===== config.mk =====
export PLATFORM = sky130hd
export DESIGN_NAME = usb3_tx_hdr_sched_flat
export DESIGN_NICKNAME = d
export VERILOG_FILES = /design/src/rtl/usb3_tx_hdr_sched_if.sv /design/src/rtl/usb3_tx_hdr_sched.sv /design/src/flat_wrapper.sv
export SDC_FILE = /design/constraint.sdc
export NUM_CORES = 1
export LEC_CHECK = 0
export BUFFER_PORTS_ARGS = -buffer_cell sky130_fd_sc_hd__buf_2
export CORE_UTILIZATION = 51
export CTS_BUF_LIST = sky130_fd_sc_hd__clkbuf_2 sky130_fd_sc_hd__clkbuf_4 sky130_fd_sc_hd__clkbuf_8
export CTS_CLUSTER_DIAMETER = 200
export DETAILED_ROUTE_END_ITERATION = 8
export GPL_ROUTABILITY_DRIVEN = 1
export PLACE_DENSITY = 0.95
export SLEW_MARGIN = 20
export SYNTH_ARGS = -nofsm -noshare
export SYNTH_HDL_FRONTEND = slang
export SYNTH_SLANG_ARGS = --single-unit

===== constraint.sdc =====
create_clock -name clk -period 4.4 [get_ports clk]
set_clock_uncertainty 0.15 [all_clocks]
set_input_delay 1.32 -clock clk [delete_from_list [all_inputs] [get_ports clk]]
set_output_delay 1.32 -clock clk [all_outputs]
set_load 0.01 [all_outputs]

===== src/rtl/usb3_tx_hdr_sched_if.sv =====
// usb3_tx_hdr_sched_if: requester and link header-transmit signals of the header scheduler.
// master is the scheduler side; slave is the requesters/link side.
interface usb3_tx_hdr_sched_if #(
    parameter int N     = 4,
    parameter int HDR_W = 36
);
    logic               link_up;
    logic [N-1:0]       req;
    logic [N*HDR_W-1:0] req_hdr;
    logic [N-1:0]       grant;
    logic [N-1:0]       req_ack;
    logic [N-1:0]       req_err;
    logic               tx_tp;
    logic [HDR_W-1:0]   tx_hdr;
    logic               tx_ack;
    logic               busy;

    modport master (
        input  link_up, req, req_hdr, tx_ack,
        output grant, req_ack, req_err, tx_tp, tx_hdr, busy
    );

    modport slave (
        output link_up, req, req_hdr, tx_ack,
        input  grant, req_ack, req_err, tx_tp, tx_hdr, busy
    );
endinterface


===== src/rtl/usb3_tx_hdr_sched.sv =====
// usb3_tx_hdr_sched: round-robin arbiter for the link transmit-header path.
// Holds a granted header until tx_ack, re-presents it on timeout, drops it after MAX_RETRY retries.
module usb3_tx_hdr_sched #(
    parameter int N         = 4,
    parameter int HDR_W     = 36,
    parameter int TIMEOUT   = 64,
    parameter int MAX_RETRY = 3
) (
    input logic                 clk,
    input logic                 reset,
    usb3_tx_hdr_sched_if.master bus
);
    localparam int PW = $clog2(N);
    localparam int WW = $clog2(TIMEOUT);
    localparam int RW = MAX_RETRY > 0 ? $clog2(MAX_RETRY + 1) : 1;
    localparam logic [WW-1:0] W_LAST = WW'(TIMEOUT - 1);
    localparam logic [RW-1:0] R_MAX  = RW'(MAX_RETRY);

    typedef enum logic [1:0] {IDLE, WAIT, RETRY} state_t;

    state_t           state, state_n;
    logic [PW-1:0]    ptr, ptr_n, k, k_n, sel, j;
    logic             found;
    logic [WW-1:0]    wcnt, wcnt_n;
    logic [RW-1:0]    rcnt, rcnt_n;
    logic [N-1:0]     grant_n, ack_n, err_n;
    logic             tp_n;
    logic [HDR_W-1:0] hdr_n;

    // circular search starting just after the last completed owner
    always_comb begin
        found = 1'b0;
        sel   = ptr;
        j     = ptr;
        for (int i = 1; i <= N; i++) begin
            j = PW'((int'(ptr) + i) % N);
            if (!found && bus.req[j]) begin
                found = 1'b1;
                sel   = j;
            end
        end
    end

    always_comb begin
        state_n = state;
        ptr_n   = ptr;
        k_n     = k;
        wcnt_n  = wcnt;
        rcnt_n  = rcnt;
        grant_n = bus.grant;
        hdr_n   = bus.tx_hdr;
        tp_n    = bus.tx_tp;
        ack_n   = '0;
        err_n   = '0;
        case (state)
            IDLE: if (bus.link_up && found) begin
                state_n = WAIT;
                k_n     = sel;
                grant_n = N'(1) << sel;
                hdr_n   = bus.req_hdr[sel*HDR_W +: HDR_W];
                tp_n    = 1'b1;
                wcnt_n  = '0;
                rcnt_n  = '0;
            end
            WAIT: if (bus.tx_ack) begin
                state_n = IDLE;
                ack_n   = bus.grant;
                ptr_n   = k;
                grant_n = '0;
                tp_n    = 1'b0;
            end else if (!bus.link_up) begin
                state_n = IDLE;
                grant_n = '0;
                tp_n    = 1'b0;
            end else if (wcnt == W_LAST) begin
                tp_n = 1'b0;
                if (rcnt < R_MAX) begin
                    state_n = RETRY;
                    rcnt_n  = rcnt + RW'(1);
                end else begin
                    state_n = IDLE;
                    err_n   = bus.grant;
                    ptr_n   = k;
                    grant_n = '0;
                end
            end else begin
                wcnt_n = wcnt + WW'(1);
            end
            RETRY: if (!bus.link_up) begin
                state_n = IDLE;
                grant_n = '0;
            end else begin
                state_n = WAIT;
                tp_n    = 1'b1;
                wcnt_n  = '0;
            end
            default: state_n = IDLE;
        endcase
    end

    always_ff @(posedge clk or posedge reset) begin
        if (reset) begin
            state       <= IDLE;
            ptr         <= PW'(N - 1);
            k           <= '0;
            wcnt        <= '0;
            rcnt        <= '0;
            bus.grant   <= '0;
            bus.tx_hdr  <= '0;
            bus.tx_tp   <= 1'b0;
            bus.req_ack <= '0;
            bus.req_err <= '0;
        end else begin
            state       <= state_n;
            ptr         <= ptr_n;
            k           <= k_n;
            wcnt        <= wcnt_n;
            rcnt        <= rcnt_n;
            bus.grant   <= grant_n;
            bus.tx_hdr  <= hdr_n;
            bus.tx_tp   <= tp_n;
            bus.req_ack <= ack_n;
            bus.req_err <= err_n;
        end
    end

    assign bus.busy = (state != IDLE);
endmodule


===== src/flat_wrapper.sv =====
// flat-port wrapper written by rule: the top's interface ports become plain ports
module usb3_tx_hdr_sched_flat 
#(
    parameter int N         = 4,
    parameter int HDR_W     = 36,
    parameter int TIMEOUT   = 64,
    parameter int MAX_RETRY = 3
)
  (clk, reset, bus_link_up, bus_req, bus_req_hdr, bus_tx_ack, bus_grant, bus_req_ack, bus_req_err, bus_tx_tp, bus_tx_hdr, bus_busy);
  usb3_tx_hdr_sched_if #(.N(N), .HDR_W(HDR_W)) bus_i ();
  input logic clk;
  input logic reset;
  input wire logic [$bits(bus_i.link_up)-1:0] bus_link_up;
  input wire logic [$bits(bus_i.req)-1:0] bus_req;
  input wire logic [$bits(bus_i.req_hdr)-1:0] bus_req_hdr;
  input wire logic [$bits(bus_i.tx_ack)-1:0] bus_tx_ack;
  output wire logic [$bits(bus_i.grant)-1:0] bus_grant;
  output wire logic [$bits(bus_i.req_ack)-1:0] bus_req_ack;
  output wire logic [$bits(bus_i.req_err)-1:0] bus_req_err;
  output wire logic [$bits(bus_i.tx_tp)-1:0] bus_tx_tp;
  output wire logic [$bits(bus_i.tx_hdr)-1:0] bus_tx_hdr;
  output wire logic [$bits(bus_i.busy)-1:0] bus_busy;
  assign bus_i.link_up = bus_link_up;
  assign bus_i.req = bus_req;
  assign bus_i.req_hdr = bus_req_hdr;
  assign bus_i.tx_ack = bus_tx_ack;
  assign bus_grant = bus_i.grant;
  assign bus_req_ack = bus_i.req_ack;
  assign bus_req_err = bus_i.req_err;
  assign bus_tx_tp = bus_i.tx_tp;
  assign bus_tx_hdr = bus_i.tx_hdr;
  assign bus_busy = bus_i.busy;
  usb3_tx_hdr_sched #(.N(N), .HDR_W(HDR_W), .TIMEOUT(TIMEOUT), .MAX_RETRY(MAX_RETRY)) u_core (.clk(clk), .reset(reset), .bus(bus_i));
endmodule

==> flow_metrics.tcl <==
set metrics [dict create \
    status "complete, no violations" \
    clock_sinks 63 \
    drt-vias-per-instance 5.78 \
    die_x_um 89.5 \
    track_usage_pct 28.2 \
    synth-seq-area-share_pct 40.5 \
    synth_top_area_share_pct 39.1 \
    finalCritPeriodShare_pct 77.7 \
    n_antenna_cell 0 \
    yosysUniqueCellTypes 45 \
    min_path_type "flip-flop to flip-flop" \
    setup_violations 0 \
    die_y_um 89.5 \
    fmax_ghz 0.293 \
    finalSetupTns_ns 0 \
    synth_compound_area_share_pct 26.9 \
    initial_core_util_pct 53.2 \
    holdWs_ns 0.325 \
    arrival_ns 3.49 \
    tightest_slew_ns 0.985 \
    crit_path_start_kind "primary input" \
    post-dp-hpwl_um 8680 \
    numCtsBuffers 9 \
    ys_warn_count 0 \
    nets 712 \
    cap_violations 0 \
    syn_nets 516 \
    p_per_area_mw_per_mm2 611 \
    synth-edff-count 0 \
    synth_top_family_by_area "compound AO/OA/AOI/OAI gates" \
    worstPathMaxFanout 11 \
    synth_commonest_cells "dfrtp_1 (61), a211oi_1 (44), nor2_1 (33)" \
    drc 0 \
    wirelength_um 11500 \
    yosys-mux-area-fraction_pct 14.1 \
    place.gp.congestion 0.869 \
    synth_seq_cells 63 \
    drive_above_1_share_pct 51.6 \
    grt-ovfl-total 0 \
    netlist_instances 357 \
    required_ns 4.47 \
    htree_levels 3 \
    cts_tree "done" \
    endpoint_kind "flip-flop" \
    reg2regPathDepth 6 \
    synth-simple-area-share_pct 10.9 \
    clock_latency_ns 0.34 \
    grt_start_max_net_pins 53 \
    cts_setup_buffers 0 \
    num_vias 3796 \
    dr.pass1.iters 4 \
    grt_pass1_wl_um 17000 \
    ant_nets 0 \
    fp-row-count 31 \
    synth_xor_area_share_pct 0.898 \
    ctsLongestPathBuffers 2 \
    finalCriticalPeriod_ns 3.42 \
    port_buffers 201 \
    power_leakage_nw 2.53 \
    synthTopCellsByArea "dfrtp_1 (39%), mux4_2 (8.7%), a211oi_1 (8.5%)" \
    path_class "primary input to flip-flop" \
    clockRootBuffer "clkbuf_8" \
    synth_area_sq_mm 0.00390 \
    syn_area_per_cell_sq_um 10.9 \
    yosys.area.top_type "dfrtp_1" \
    drv_slew 0 \
    hold_depth 2 \
    antenna_found_initial 0 \
    irDropWorstVdd_uv 274 \
    synth.most_common_cell "dfrtp_1" \
    cts-hold-fix-buffers 0 \
    r2r_slack_ns 1.55 \
    grt_pass1_vias 3675 \
    slew_headroom_pct 34.3 \
    area_delta_synth_final_pct 33.4 \
    ys_async_sr_fraction_pct 100 \
    wl_per_cell_um 17.6 \
    hold_viol_final 0 \
    die_area_sq_mm 0.00801 \
    rsz0062_at_grt "no" \
    core_area_sq_mm 0.00733 \
    io_pins 202 \
    drt-initial-drc-count 199 \
    ctsResizeCount 0 \
    clk_pin_slew_ns 0.08 \
    synthAdderAreaFrac_pct 2.24 \
    ys.flop_type "dfrtp_1" \
]
## worst max-delay path: stages
cell	delay (ns)
buf_2	0.13
nor2b_1	0.15
a21o_1	0.20
a221oi_4	0.52
buf_4	0.34
mux4_2	0.54
mux2_2	0.28
## per-layer routing
metal	up-vias	wire (um)	global-route usage, %
met5	-	0	0
met4	0	248	11.0
met3	19	869	5.91
met2	200	6080	51.8
met1	1810	4340	32.1
li1	1767	-	-
## per-stage QoR
step                power, mW  instance area (sq um)  worst slack (ns)  util [%]  instances
finish                   3.18                   5200             0.981      71.0        657
global route             3.40                   5200             0.843      71.0        657
CTS                      3.19                   5200             0.958      71.0        657
detailed placement       2.71                   5010             0.601      68.4        641
global placement         2.62                   5010             0.716      68.4        641
floorplan                2.16                   3900              1.13         -        357
## area by class of cell
type                    instances  area, sq um
clock buffers                  11          151
fillers                       510         2130
multi-input cells             257         2170
repair buffers                212         1100
inverters                      10         38.8
flip-flops and latches         63         1580
well taps                      99          124
clock inverters                 5         40.0
## registers in the layout (all words and copies together) (netlist names), 4 cells and up
name,cells
u_core.bus.tx_hdr,36
u_core.bus.req_err,4
u_core.bus.req_ack,4
u_core.bus.grant,4
u_core.wcnt,6
## logic make-up (layout without fill, tap and decap cells)
group                      after synthesis  count (layout)
DFF                                     63              63
xor gates and xnor gates                 4               4
AOI/OAI and AO/OA                      118             118
buffers and inverters                   37             238
muxes                                   34              34
adders and majority gates                7               7
and+or+nand+nor                         94              94
## power by group
group	internal [mW]	switching, mW
Combinational	0.787	0.951
Clock	0.240	0.241
Sequential	0.811	0.151
## placed cells by master, fill, tap and decap left out, types with 5 or more instances in the layout
cell / instances
nor2_1: 32
nor2b_1: 9
dfrtp_1: 61
o21ai_0: 6
ha_1: 7
buf_2: 201
o41ai_2: 17
inv_1: 9
a211oi_1: 44
mux4_2: 15
nand2_1: 31
and2_1: 5
buf_4: 10
mux2_2: 18
clkbuf_8: 11
o41ai_1: 7
o21a_1: 21
## path summary, 6_finish.rpt
kind                                         endpoint                  from
worst max-delay path            u_core.bus.tx_hdr[18]            bus_req[3]
worst min-delay path             u_core.bus.tx_hdr[3]  u_core.bus.tx_hdr[3]
worst max register to register  u_core.bus.tx_hdr[18]         u_core.ptr[0]
worst min register to register   u_core.bus.tx_hdr[3]  u_core.bus.tx_hdr[3]
max in group asynchronous        u_core.bus.tx_hdr[4]                 reset
min in group asynchronous             u_core.state[0]                 reset
Power figures use the tool's default switching activity.
